### src/rtl/pipe_pkg.sv
// Shared types for the decode->execute hazard scheduler: forward selects,
// scheduler states and the in-flight destination scoreboard entry.
package pipe_pkg;

    localparam int DRAIN_CYCLES = 3;
    // Scoreboard register field is sized for the widest register file we build.
    localparam int SB_RD_BITS = 8;

    typedef enum logic [1:0] {
        FWD_RF    = 2'b00,
        FWD_EXMEM = 2'b01,
        FWD_MEMWB = 2'b10
    } fwd_sel_t;

    typedef enum logic [1:0] {
        RUN    = 2'd0,
        DRAIN  = 2'd1,
        HALTED = 2'd2
    } sched_state_t;

    typedef struct packed {
        logic                  wr;
        logic [SB_RD_BITS-1:0] rd;
        logic                  ld;
    } sb_entry_t;

    localparam sb_entry_t SB_EMPTY = '0;

    // Youngest producer wins; a WB producer is already visible through the regfile.
    function automatic fwd_sel_t pick_fwd(input logic ex_hit, input logic mem_hit,
                                          input logic wb_hit);
        if (ex_hit)       return FWD_EXMEM;
        else if (mem_hit) return FWD_MEMWB;
        else if (wb_hit)  return FWD_RF;
        return FWD_RF;
    endfunction

endpackage

### src/rtl/pipeline_hazard_scheduler_scoreboard.sv
// Three-deep EX/MEM/WB destination tracker with per-source match outputs.
module hazard_scoreboard
    import pipe_pkg::*;
#(
    parameter int REG_BITS = 3
) (
    input  logic                clk,
    input  logic                reset,
    input  logic                ex_load,
    input  logic                wr_in,
    input  logic [REG_BITS-1:0] rd_in,
    input  logic                ld_in,
    input  logic [REG_BITS-1:0] src_rn,
    input  logic [REG_BITS-1:0] src_rm,
    input  logic                uses_rn,
    input  logic                uses_rm,
    output logic                ex_hit_rn,
    output logic                ex_hit_rm,
    output logic                mem_hit_rn,
    output logic                mem_hit_rm,
    output logic                wb_hit_rn,
    output logic                wb_hit_rm,
    output logic                ex_is_load
);

    sb_entry_t ex_q, ex_d;
    sb_entry_t mem_q, mem_d;
    sb_entry_t wb_q, wb_d;

    logic [SB_RD_BITS-1:0] rn_ext;
    logic [SB_RD_BITS-1:0] rm_ext;

    always_comb begin
        ex_d = SB_EMPTY;
        if (ex_load) begin
            ex_d.wr = wr_in;
            ex_d.rd = SB_RD_BITS'(rd_in);
            ex_d.ld = ld_in;
        end
        mem_d = ex_q;
        wb_d  = mem_q;
    end

    always_ff @(posedge clk) begin
        if (reset) begin
            ex_q  <= SB_EMPTY;
            mem_q <= SB_EMPTY;
            wb_q  <= SB_EMPTY;
        end else begin
            ex_q  <= ex_d;
            mem_q <= mem_d;
            wb_q  <= wb_d;
        end
    end

    always_comb begin
        rn_ext     = SB_RD_BITS'(src_rn);
        rm_ext     = SB_RD_BITS'(src_rm);
        ex_hit_rn  = uses_rn && ex_q.wr  && (ex_q.rd  == rn_ext);
        ex_hit_rm  = uses_rm && ex_q.wr  && (ex_q.rd  == rm_ext);
        mem_hit_rn = uses_rn && mem_q.wr && (mem_q.rd == rn_ext);
        mem_hit_rm = uses_rm && mem_q.wr && (mem_q.rd == rm_ext);
        wb_hit_rn  = uses_rn && wb_q.wr  && (wb_q.rd  == rn_ext);
        wb_hit_rm  = uses_rm && wb_q.wr  && (wb_q.rd  == rm_ext);
        ex_is_load = ex_q.ld;
    end

endmodule

### src/rtl/pipeline_hazard_scheduler.sv
// Decode->execute sequencing: hazard stalls/bubbles, operand forward selects
// and the halt-drain sequence.
//   state  | meaning
//   RUN    | normal issue, hazards evaluated every cycle
//   DRAIN  | HALT issued, bubbles while older work retires (DRAIN_CYCLES)
//   HALTED | pipeline empty and frozen until reset
module pipeline_hazard_scheduler
    import pipe_pkg::*;
#(
    parameter bit FORWARD_EN = 1'b1,
    parameter int REG_BITS   = 3
) (
    input  logic                clk,
    input  logic                reset,
    input  logic                dec_valid,
    input  logic [REG_BITS-1:0] dec_rn,
    input  logic [REG_BITS-1:0] dec_rm,
    input  logic                dec_uses_rn,
    input  logic                dec_uses_rm,
    input  logic                dec_write,
    input  logic [REG_BITS-1:0] dec_rd,
    input  logic                dec_is_load,
    input  logic                halt_req,
    output logic                stall_fd,
    output logic                bubble_de,
    output logic [1:0]          fwd_a_sel,
    output logic [1:0]          fwd_b_sel,
    output logic                halted
);

    sched_state_t state_q, state_d;
    logic [1:0]   cnt_q, cnt_d;

    logic     stall;
    logic     halted_o;
    logic     sb_load;
    fwd_sel_t fwd_a, fwd_b;

    logic ex_hit_rn, ex_hit_rm, mem_hit_rn, mem_hit_rm, wb_hit_rn, wb_hit_rm;
    logic ex_is_load;

    hazard_scoreboard #(
        .REG_BITS (REG_BITS)
    ) u_scoreboard (
        .clk        (clk),
        .reset      (reset),
        .ex_load    (sb_load),
        .wr_in      (dec_write),
        .rd_in      (dec_rd),
        .ld_in      (dec_is_load),
        .src_rn     (dec_rn),
        .src_rm     (dec_rm),
        .uses_rn    (dec_uses_rn),
        .uses_rm    (dec_uses_rm),
        .ex_hit_rn  (ex_hit_rn),
        .ex_hit_rm  (ex_hit_rm),
        .mem_hit_rn (mem_hit_rn),
        .mem_hit_rm (mem_hit_rm),
        .wb_hit_rn  (wb_hit_rn),
        .wb_hit_rm  (wb_hit_rm),
        .ex_is_load (ex_is_load)
    );

    always_comb begin
        state_d  = state_q;
        cnt_d    = cnt_q;
        stall    = 1'b0;
        halted_o = 1'b0;
        fwd_a    = FWD_RF;
        fwd_b    = FWD_RF;
        unique case (state_q)
            RUN: begin
                if (dec_valid) begin
                    if (FORWARD_EN) begin
                        stall = ex_is_load && (ex_hit_rn || ex_hit_rm);
                        if (!stall) begin
                            fwd_a = pick_fwd(ex_hit_rn, mem_hit_rn, wb_hit_rn);
                            fwd_b = pick_fwd(ex_hit_rm, mem_hit_rm, wb_hit_rm);
                        end
                    end else begin
                        stall = ex_hit_rn || ex_hit_rm || mem_hit_rn || mem_hit_rm;
                    end
                    if (halt_req && !stall) begin
                        state_d = DRAIN;
                        cnt_d   = 2'd0;
                    end
                end
            end
            DRAIN: begin
                stall = 1'b1;
                if (cnt_q == 2'(DRAIN_CYCLES - 1)) begin
                    state_d = HALTED;
                end else begin
                    cnt_d = cnt_q + 2'd1;
                end
            end
            HALTED: begin
                stall    = 1'b1;
                halted_o = 1'b1;
            end
            default: begin
                state_d = RUN;
            end
        endcase
    end

    // The HALT instruction itself goes down the pipe as a no-op.
    assign sb_load = (state_q == RUN) && dec_valid && !stall && !halt_req;

    always_ff @(posedge clk) begin
        if (reset) begin
            state_q <= RUN;
            cnt_q   <= 2'd0;
        end else begin
            state_q <= state_d;
            cnt_q   <= cnt_d;
        end
    end

    assign stall_fd  = stall;
    assign bubble_de = stall;
    assign fwd_a_sel = fwd_a;
    assign fwd_b_sel = fwd_b;
    assign halted    = halted_o;

endmodule
### config.mk
export PLATFORM = sky130hd
export DESIGN_NAME = pipeline_hazard_scheduler
export DESIGN_NICKNAME = d
export VERILOG_FILES = /design/src/rtl/pipe_pkg.sv /design/src/rtl/pipeline_hazard_scheduler_scoreboard.sv /design/src/rtl/pipeline_hazard_scheduler.sv
export SDC_FILE = /design/constraint.sdc
export NUM_CORES = 1
export LEC_CHECK = 0
export CAP_MARGIN = 25
export CORE_UTILIZATION = 40
export DETAILED_ROUTE_END_ITERATION = 10
export PLACE_DENSITY = 0.69
export REMOVE_ABC_BUFFERS = 1
export SYNTH_ARGS = -nofsm -noshare
export SYNTH_HDL_FRONTEND = slang
export SYNTH_SLANG_ARGS = --single-unit
### constraint.sdc
create_clock -name clk -period 3.79 [get_ports clk]
set_clock_uncertainty 0.15 [all_clocks]
set_input_delay 0.379 -clock clk [delete_from_list [all_inputs] [get_ports clk]]
set_output_delay 0.379 -clock clk [all_outputs]
set_load 0.1 [all_outputs]
# Word level (Yosys, flattened, before mapping)
# Cells that the tools add are included.
# word_totals
reg_bits	32
input_bits	17
elab_cells	92
# op_classes
add_sub_neg	1
n_eq_ne	13
n_mux	39
bitwise_logic	2
n_reduce_logical	27
# op_table
op	n
== test 8 x 3 -> 1 bit	6
two-way mux 2 bit	20
logical AND 1 bit	17
two-way mux 1 bit	16
inequality test 2 bit, second input constant	4
AND reduction 4 bit	2
one-hot mux 2 bit (3 select lines)	1
== test 2 bit, second input constant	2
one-hot mux 2 bit (2 select lines)	1
OR reduction 2 bit	2
zero test 1 bit	3
adder 2 x 1 -> 2 bit, second input constant	1
== test 2 x 1 -> 1 bit, second input constant	1
zero test 2 bit	1
NOT 1 bit	2
one-hot mux 1 bit (2 select lines)	1
nonzero test 2 bit	1
logical OR 1 bit	1

# Depth between registers and ports, before layout
# Gate-level depths: netlist of run 1.
# depth
depth_word	13
mapped_depth	7
ltp_nobuf	7

# Modules after synthesis
# From an unflattened synthesis of run 1, not the netlist that was laid out.
# unflattened
cells_unflattened	101
hier_area_um2	987.2
# by_module_without_submodules
module	n_inst	cells_per_inst	area_per_inst_um2	seq_area_each_um2
hazard_scoreboard	1	57	603.1	260.2
pipeline_hazard_scheduler	1	44	384.1	80.1

# Worst setup path before layout of run 1
# Ideal clock, no wire load.
# synth_path
path_type	input -> output
from	input port dec_rn[2]
to	output port stall_fd
arrival_ns	3.147
required_time_ns	3.261
setup_slack_ns	0.114
path_stages	6
cell_sequence	xor2_1 or4_4 a21boi_4 a31oi_1 nor2_1 buf_4
# synth_via
elab_chain_cells	8
# synth_lines
element	line	rtl
from (decl)	pipeline_hazard_scheduler.sv:16	input logic [REG_BITS-1:0] dec_rn,
== test 8 x 3 -> 1 bit	pipeline_hazard_scheduler_scoreboard.sv:59	ex_hit_rn = uses_rn && ex_q.wr && (ex_q.rd == rn_ext);
logical AND 1 bit	pipeline_hazard_scheduler_scoreboard.sv:59	
logical OR 1 bit	-	
logical AND 1 bit	pipeline_hazard_scheduler.sv:75	stall = ex_is_load && (ex_hit_rn || ex_hit_rm);
two-way mux 1 bit	pipeline_hazard_scheduler.sv:73	if (dec_valid) begin
two-way mux 1 bit	pipeline_hazard_scheduler.sv:71	unique case (state_q)
two-way mux 1 bit	pipeline_hazard_scheduler.sv:73	
one-hot mux 1 bit (2 select lines)	pipeline_hazard_scheduler.sv:71	
to (decl)	pipeline_hazard_scheduler.sv:24	output logic stall_fd,
# No other way between the ends. The select of a mux whose other input is x is not followed.

# Final worst setup path of run 1
# layout_path
from	input port dec_rn[1]
to	output port bubble_de
# layout_via
elab_chain_cells	8
# layout_lines
element	line	rtl
== test 8 x 3 -> 1 bit	pipeline_hazard_scheduler_scoreboard.sv:59	
logical AND 1 bit	pipeline_hazard_scheduler_scoreboard.sv:59	
logical OR 1 bit	-	
logical AND 1 bit	pipeline_hazard_scheduler.sv:75	
two-way mux 1 bit	pipeline_hazard_scheduler.sv:73	
two-way mux 1 bit	pipeline_hazard_scheduler.sv:71	
two-way mux 1 bit	pipeline_hazard_scheduler.sv:73	
one-hot mux 1 bit (2 select lines)	pipeline_hazard_scheduler.sv:71	
to (decl)	pipeline_hazard_scheduler.sv:25	output logic bubble_de,
# No other way between the ends. The select of a mux whose other input is x is not followed.

==> run summary, run 1 <==
The number of cell rows came out at 16. The residual antenna-violating net count after detailed routing is 0. The number of distinct standard cells referenced by the synthesized netlist came out at 33. Leaving out fill and tap cells, the most frequent cell in the layout is sky130_fd_sc_hd__clkdlybuf4s50_1. Measured along the y axis, the die boundary spans 47.85 um.

The upper clock frequency limit is 343.4 MHz. The critical path goes through clkdlybuf4s50_1 -> xor2_1 -> or4_4 -> a21boi_4 -> a31oi_1 -> nor2_1 -> buf_4. The number of antenna violations at the first check in global routing is 0.

The max-slew violation count came to 0. Summed over all layers, the routed wires come to 1.868 mm. After clock tree synthesis, the clock-pin slew on the worst setup and hold paths is approximately 0.080 ns.

The number of top-level pins came out at 24. The aggregate global routing overflow is 0. The worst slack on hold paths is 0.3540 ns. The number of flip-flops and latches in the synthesized netlist came out at 13. The average size of a mapped cell came out at 8.580 um2. The start-to-end type of the worst setup path is in -> out. The number of failing setup endpoints in the final timing report is 0.

The number of hold violations in the final report came out at 0. The yosys synthesis warning count came out at 0. The number of global-route vias before repair is 672. The slack of the worst reg-to-reg path came out at 1.78 ns. The first element of the critical path is dec_rn[1]. After the last flow step, the layout net total stands at ~150. The cell area after technology mapping came out at 840.8 um2. The detailed-route vias per instance came out at around 5.2. The most critical setup path has its endpoint at bubble_de. The share of synthesized area occupied by flip-flops and latches came out at a little over 30%. The peak supply drop came out at 0.0001756 V.

In the layout the commonest cells are 17 x sky130_fd_sc_hd__clkdlybuf4s50_1, 13 x sky130_fd_sc_hd__dfxtp_1, 10 x sky130_fd_sc_hd__nand2_1, 7 x sky130_fd_sc_hd__xor2_1, 7 x sky130_fd_sc_hd__nor3_1. The depth of the CTS H-tree is 1. In this run the worst path has a maximum fanout of 5. The worst hold path belongs to the class reg -> reg. The half-perimeter wire length after placement came out at around 1.5 mm. The total of max-cap violations is 0. The share of the clock period used by the worst path after layout came out at 76.83%. The routed wirelength normalized by instance count came out at 12.54 um. The largest buffer count on any clock path is 2.

The detailed router finished its first iteration with 12 violations. The delay of the slowest critical-path stage came out at 0.56 ns. The maximum number of pins on one net before global-route repair is 14. The first-pass iteration count of the detailed router came out at 4.

The depth of the worst register-to-register path came out at 5. For the pin with the worst max-slew slack, the measured transition is 0.9577 ns. For this run, design rule violations remaining after detail routing come to 0.

The power per cell area is just over 300 nW/um2. The number of buffers added on ports is 23. The die area came out at around 2300 um2. The category of the worst setup path capture point is a primary output.

The worst register-to-register path ends at state_q[1]$_SDFFE_PP0P_. The slowest stage of the critical path is the sky130_fd_sc_hd__or4_4 cell. The post-layout minimum cycle time came out at 2.912 ns. The core outline area came out at 1962 um2.

The diode insertion count for antenna repair came out at 0. The run finished with clean final reports. Gates resized during post-CTS repair numbered 0. Detailed routing inserted a total of 782 vias. The worst-case headroom to the max-slew limit came out at between 30% and 40%. TritonCTS built the clock tree. The number of hold-repair buffers added at the cts stage is 0. In this run the clock root is driven by a sky130_fd_sc_hd__clkbuf_4. The number of standard cells after synthesis is 98.

The clock latency on the worst-skew pair is 0.28 ns. The width of the chip is 47.85 um. The first-pass GRT wire length is 2.746 mm. Along the worst hold path, the cell count comes to 1.

The startpoint class of the critical path is an input port. The initial core utilization came out at between 40 and 50%. The proportion of layout cells with a drive suffix above 1 came out at 10.66%.

The startpoint identified for the worst register-to-register timing path is u_scoreboard.ex_q[3]$_SDFF_PP0_. Buffers added to address setup during post-CTS repair amount to 0. The count of clock tree sinks is 13.

The static leakage came out at 0.4147 nW. For the final routed database, the setup TNS stands at 0 ns. Overall power consumption after layout is estimated at 0.3363 mW. The number of clock buffers inserted by TritonCTS is 3. The required arrival time at the worst endpoint is 3.26 ns.

The data arrival at the endpoint of the critical path is roughly 2.4 ns. Setup repair after global routing left no endpoint under its margin. The total routing resource utilization after global routing is 17.43%. The final weighted congestion in routability-driven placement came out at 0.7844. The layout overhead on the synthesized area is 30.80%.
-- synth_stat cells --
master	n	share of area (%)
sky130_fd_sc_hd__nand4b_1	1	1.0
sky130_fd_sc_hd__dfxtp_1	13	31
sky130_fd_sc_hd__buf_4	1	0.89
sky130_fd_sc_hd__nor4_2	1	1.5
sky130_fd_sc_hd__o21ai_0	1	0.59
sky130_fd_sc_hd__a31oi_1	1	0.74
sky130_fd_sc_hd__o21ai_1	2	1.2
sky130_fd_sc_hd__inv_1	3	1.3
sky130_fd_sc_hd__clkbuf_1	1	0.45
sky130_fd_sc_hd__nor4b_1	1	1.0
sky130_fd_sc_hd__mux2i_1	1	1.2
sky130_fd_sc_hd__nand4_1	3	2.2
sky130_fd_sc_hd__nor3_1	7	4.2
sky130_fd_sc_hd__o221ai_1	1	1.0
sky130_fd_sc_hd__a211oi_1	2	1.8
sky130_fd_sc_hd__xor2_1	7	7.3
sky130_fd_sc_hd__and3_1	1	0.74
sky130_fd_sc_hd__buf_2	1	0.59
sky130_fd_sc_hd__nor2_1	4	1.8
sky130_fd_sc_hd__nor4_1	2	1.5
sky130_fd_sc_hd__a41oi_1	1	1.0
sky130_fd_sc_hd__and2_1	5	3.7
sky130_fd_sc_hd__nor3b_1	1	0.89
sky130_fd_sc_hd__or4_4	2	2.7
sky130_fd_sc_hd__a21boi_4	1	2.2
sky130_fd_sc_hd__ha_1	5	7.4
sky130_fd_sc_hd__nand3b_1	1	0.89
sky130_fd_sc_hd__xnor2_1	6	6.2
sky130_fd_sc_hd__nor2b_1	5	3.7
sky130_fd_sc_hd__or3_1	1	0.74
sky130_fd_sc_hd__a21oi_1	4	2.4
sky130_fd_sc_hd__nand2_1	10	4.5
sky130_fd_sc_hd__nand2b_1	2	1.5
-- logic make-up after synthesis --
| group | after synthesis | synth area share, % |
|---|---|---|
| fa+ha+maj | 5 | 7.440 |
| buf+inv | 6 | 3.273 |
| flops | 13 | 30.95 |
| compound gates | 13 | 11.01 |
| simple gates | 47 | 32.59 |
| mux | 1 | 1.191 |
| xor+xnor | 13 | 13.54 |
-- how the worst min path moves through the flow --
stage,start,endpoint,slack (ns)
2_1_floorplan,reset,cnt_q[0]$_SDFFE_PP0P_,0.30
3_3_place_gp,u_scoreboard.ex_q[9]$_SDFF_PP0_,u_scoreboard.mem_q[9]$_SDFF_PP0_,0.34
3_5_place_dp,u_scoreboard.ex_q[9]$_SDFF_PP0_,u_scoreboard.mem_q[9]$_SDFF_PP0_,0.34
4_1_cts,u_scoreboard.ex_q[9]$_SDFF_PP0_,u_scoreboard.mem_q[9]$_SDFF_PP0_,0.36
5_1_grt,u_scoreboard.ex_q[9]$_SDFF_PP0_,u_scoreboard.mem_q[9]$_SDFF_PP0_,0.37
6_report,u_scoreboard.ex_q[9]$_SDFF_PP0_,u_scoreboard.mem_q[9]$_SDFF_PP0_,0.35
-- report_power, final --
part | switching, mW | leakage [nW] | internal [mW]
Sequential | 0.00469 | 0.105 | 0.141
Combinational | 0.0630 | 0.294 | 0.0392
Clock | 0.0474 | 0.0150 | 0.0408
Total | 0.115 | 0.415 | 0.221
-- final cells by class --
type,instances,area (um2)
well taps,27,33.78
multi-input cells,79,553.0
clock buffers,4,26.28
repair buffers,23,215.2
inverters,3,11.26
fillers,199,862.1
flip-flops and latches,13,260.3
-- registers in the layout (all words and copies together) (netlist names) --
signal and flops:
u_scoreboard.mem_q 4, cnt_q 2, state_q 2, u_scoreboard.ex_is_load 1, u_scoreboard.ex_q 4
-- metal layers --
| metal | wire (um) | GRT usage (%) | share of wire (%) | up-vias |
|---|---|---|---|---|
| li1 | - | - | - | 396 |
| met1 | 893 | 21.92 | 48 | 363 |
| met2 | 891 | 29.19 | 48 | 21 |
| met3 | 69 | 2.264 | 3.7 | 2 |
| met4 | 13 | 8.333 | 0.70 | 0 |
| met5 | 0 | 0 | 0 | - |
-- critical path: cells and delay by family --
| family | cells | cell delay (ns) |
|---|---|---|
| simple gates | 2 | 0.70 |
| xor+xnor | 1 | 0.20 |
| compound gates | 2 | 0.33 |
| buf+inv | 2 | 0.77 |
-- per-stage QoR --
| stage | area (um2) | std cells | utilization (%) | worst slack, ns |
|---|---|---|---|---|
| floorplan | 824.5 | 95 | - | -0.5875 |
| global placement | 1074 | 145 | 54.72 | 0.9183 |
| detailed placement | 1074 | 145 | 54.72 | 0.8931 |
| CTS | 1100 | 149 | 56.06 | 0.8885 |
| global route | 1100 | 149 | 56.06 | 0.8198 |
| finish | 1100 | 149 | 56.06 | 0.8783 |
(Power assumes the default switching activity.)
==> run 2: changes to the inputs <==
Clock period 3.79 ns to 3 ns, I/O delays scaled along.
==> run 2 against run 1 <==
Against the previous run: flip-flop and latch count is the same; combinational power rose by 38%; global-route usage rose by 1.4 points; critical endpoint unchanged; sequential power rose by 27%; power up 29%; worst setup slack lost 0.74 ns; utilization increased by 3.8 points; largest power group unchanged; first-iteration DRC count is the same; die area stayed put.
==> run summary, run 2 (same netlist as run 1, synthesis figures left out) <==
The slowest library cell on the worst path is sky130_fd_sc_hd__or4_4. The internal power summed over all cells was 0.2873 mW (+30%). The number of buffers added on ports was 23 (unchanged). The power per cell area came to 369.5 nW/um2 (+21%). The initial core utilization is 42.86% (unchanged).

The setup slack of the critical path after layout came to 0.1428 ns (-0.7354 ns). The clock transition at the registers of the reported paths is 0.08 ns (about the same). The run finished with clean final reports.

The worst setup path is captured at a primary output. The count of clock tree sinks is 13 (unchanged). The root buffer cell is sky130_fd_sc_hd__clkbuf_4. The critical path in this run is classified as in -> out. The critical-path maximum fanout was 5 (unchanged). The sequential fraction of design power came to 42.6% (-0.8 points). The residual antenna-violating net count after detailed routing came out at 0 (unchanged). The wire length on met3 is 107 um (+55%). The number of top-level pins is 24 (unchanged). The worst-case headroom to the max-slew limit is 67.63% (+32 points). In the finished design, the share of the clock period the worst path needs comes to about 95%. The die area is 2289 um2 (unchanged).

The clock period could shrink to between 2 and 3 ns. The delay of the slowest critical-path stage came out at 0.58 ns (+0.02 ns). The upper clock frequency limit came out at roughly 350 MHz. The clock latency on the worst-skew pair is 0.28 ns (about the same).

The largest buffer count on any clock path came out at 2 (unchanged). The number of nets in the layout came to 145 (unchanged). The proportion of layout cells with a drive suffix above 1 came to 12.30% (+1.6 points). The half-perimeter wire length after placement came out at 1.510 mm (about the same). The number of DRC markers in iteration 0 was 12 (unchanged). Leaving out fill and tap cells, the most frequent cell in the layout is sky130_fd_sc_hd__clkdlybuf4s50_1. The number of cell rows is 16 (unchanged). The measured slew at the worst slew-check pin was 0.4841 ns (-0.4736 ns). The post-route total power came to 0.4336 mW (+29%). The critical path goes through clkdlybuf4s50_1 -> xor2_1 -> or4_4 -> a21boi_4 -> a31oi_1 -> nor2_1 -> buf_12. The total buffers and inverters traversed by the critical path came out at 2 (unchanged). The total of max-cap violations came out at 0 (unchanged). In the layout the commonest cells are 16 x sky130_fd_sc_hd__clkdlybuf4s50_1, 13 x sky130_fd_sc_hd__dfxtp_1, 10 x sky130_fd_sc_hd__nand2_1, 7 x sky130_fd_sc_hd__xor2_1, 7 x sky130_fd_sc_hd__nor3_1.

The worst hold path begins at u_scoreboard.ex_q[9]$_SDFF_PP0_. The number of hold violations in the final report came out at 0 (unchanged). The met2 layer wire length in the routed design is 904 um (+1.5%). The routed wirelength normalized by instance count is 12.76 um (+1.8%). The max-slew violation count is 0 (unchanged). The placement-stage worst setup slack came out at 0.1501 ns (-0.7429 ns). The classification of the worst-slack hold path is reg -> reg. The total net switching power came out at 0.1463 mW (+27%). The number of global-route vias before repair is 659 (-1.9%).

The final weighted congestion in routability-driven placement came to 0.8206 (+4.6%). The number of clock buffers inserted by TritonCTS is 3 (unchanged). The count of vias placed by the detailed router came out at 783 (+0.13%).

The static leakage came to 0.4367 nW (+5.3%). The fraction of power spent switching nets is 33.74% (-0.48 points). The clock tree from TritonCTS is done. The detailed-route vias per instance was 5.255 (+0.13%). The worst setup path is launched from an input port.

The first-pass iteration count of the detailed router came out at 4 (unchanged). The total area of multi-input combinational cells came out at 553.0 um2 (unchanged). The core outline area is 1962 um2 (unchanged). The depth of the CTS H-tree came out at 1 (unchanged). The maximum number of pins on one net before global-route repair came out at 14 (unchanged). The die outline height came out at 47.85 um (unchanged).

Tracing the worst setup path back leads to its startpoint at dec_rn[2]. The post-cts gate resize count came to 0 (unchanged). The total length of routed wires is 1.901 mm (+1.8%).

The number of hold-repair buffers added at the cts stage came out at 0 (unchanged). The register area was 260.3 um2 (unchanged). The aggregate global routing overflow came out at 0 (unchanged). The buffer count from post-CTS setup fixing is 0 (unchanged). The width of the chip is 47.85 um (unchanged). In the final layout, the registers with the most flip-flops are u_scoreboard.ex_q x4, u_scoreboard.mem_q x4.

The highest metal layer used by the detailed router is met4. Setup repair after global routing left no endpoint under its margin. The number of filler instances in the final layout is 189 (-5.0%). The DRC violations left came out at 0 (unchanged). The total routing resource utilization after global routing is 18.88% (+1.4 points). The layout overhead on the synthesized area is 39.58%. The number of failing setup endpoints in the final timing report came out at 0 (unchanged). The final core utilization is 59.82% (+3.8 points). The peak supply drop came to 0.0002063 V (+17%). The required arrival time at the worst endpoint was 2.55 ns (-0.71 ns). The data arrival at the endpoint of the critical path is 2.41 ns (+0.03 ns).

The portion of total power attributed to the clock network was 24.9% (-1.3 points). In this run the critical register-to-register path is launched from u_scoreboard.ex_q[3]$_SDFF_PP0_. The first-pass GRT wire length was 2.925 mm (+6.5%). The cell family contributing the most delay on the critical path is simple AND/OR/NAND/NOR gates.

The diode insertion count for antenna repair is 0 (unchanged). The length of routed wiring on met1 was 861 um (-3.6%). The proportion of power drawn by combinational gates is 32.5% (+2.1 points). The number of antenna violations at the first check in global routing is 0 (unchanged). The total negative setup slack was 0 ns (unchanged).
run 2: cell types whose count changed in the layout (fill, tap and decap cells not counted), sizes merged:
| cell | change |
|---|---|
| buf | +1 |
| clkbuf | -1 |
| clkdlybuf4s50 | -1 |
| clkinv | +1 |
run 2: cell type report:
class	count	share of cell area, %
flip-flops and latches	13	22.17
multi-input cells	79	47.12
clock inverters	1	0.4264
repair buffers	23	24.52
well taps	27	2.878
clock buffers	3	1.919
inverters	3	0.9595
run 2: worst paths after layout:
path / slack (ns) / depth (start not counted) / to
worst max-delay path: 0.14 / 7 / bubble_de
worst min-delay path: 0.34 / 1 / u_scoreboard.mem_q[9]$_SDFF_PP0_
worst max register to register: 0.97 / 5 / state_q[1]$_SDFFE_PP0P_
worst min register to register: 0.34 / 1 / u_scoreboard.mem_q[9]$_SDFF_PP0_
run 2: power groups by stage:
stage          Sequential, mW  Clock, mW  Combinational [mW]
4_1_cts                 0.185      0.112               0.141
5_1_grt                 0.186      0.120               0.150
6_report                0.185      0.108               0.141
3_3_place_gp            0.188          0               0.138
3_5_place_dp            0.189          0               0.140
2_1_floorplan           0.187          0              0.0842
run 2: stage by stage:
step	area, um2	std cells	hold WS (ns)
floorplan	824.5	95	0.2210
global placement	1146	145	0.3330
detailed placement	1146	145	0.3330
CTS	1174	149	0.3507
global route	1174	149	0.3645
finish	1174	149	0.3408
run 2: layer usage:
metal	GRT usage, %	vias up
met5	0	-
met4	6.667	0
met3	6.792	5
met2	28.38	22
met1	24.83	356
li1	-	400
==> run 3: changes to the inputs <==
Settings changed: CTS_CLUSTER_DIAMETER from default to 30.
==> results of run 3 <==
Same layout as run 2: the final DEF is identical, and so are final timing and power.
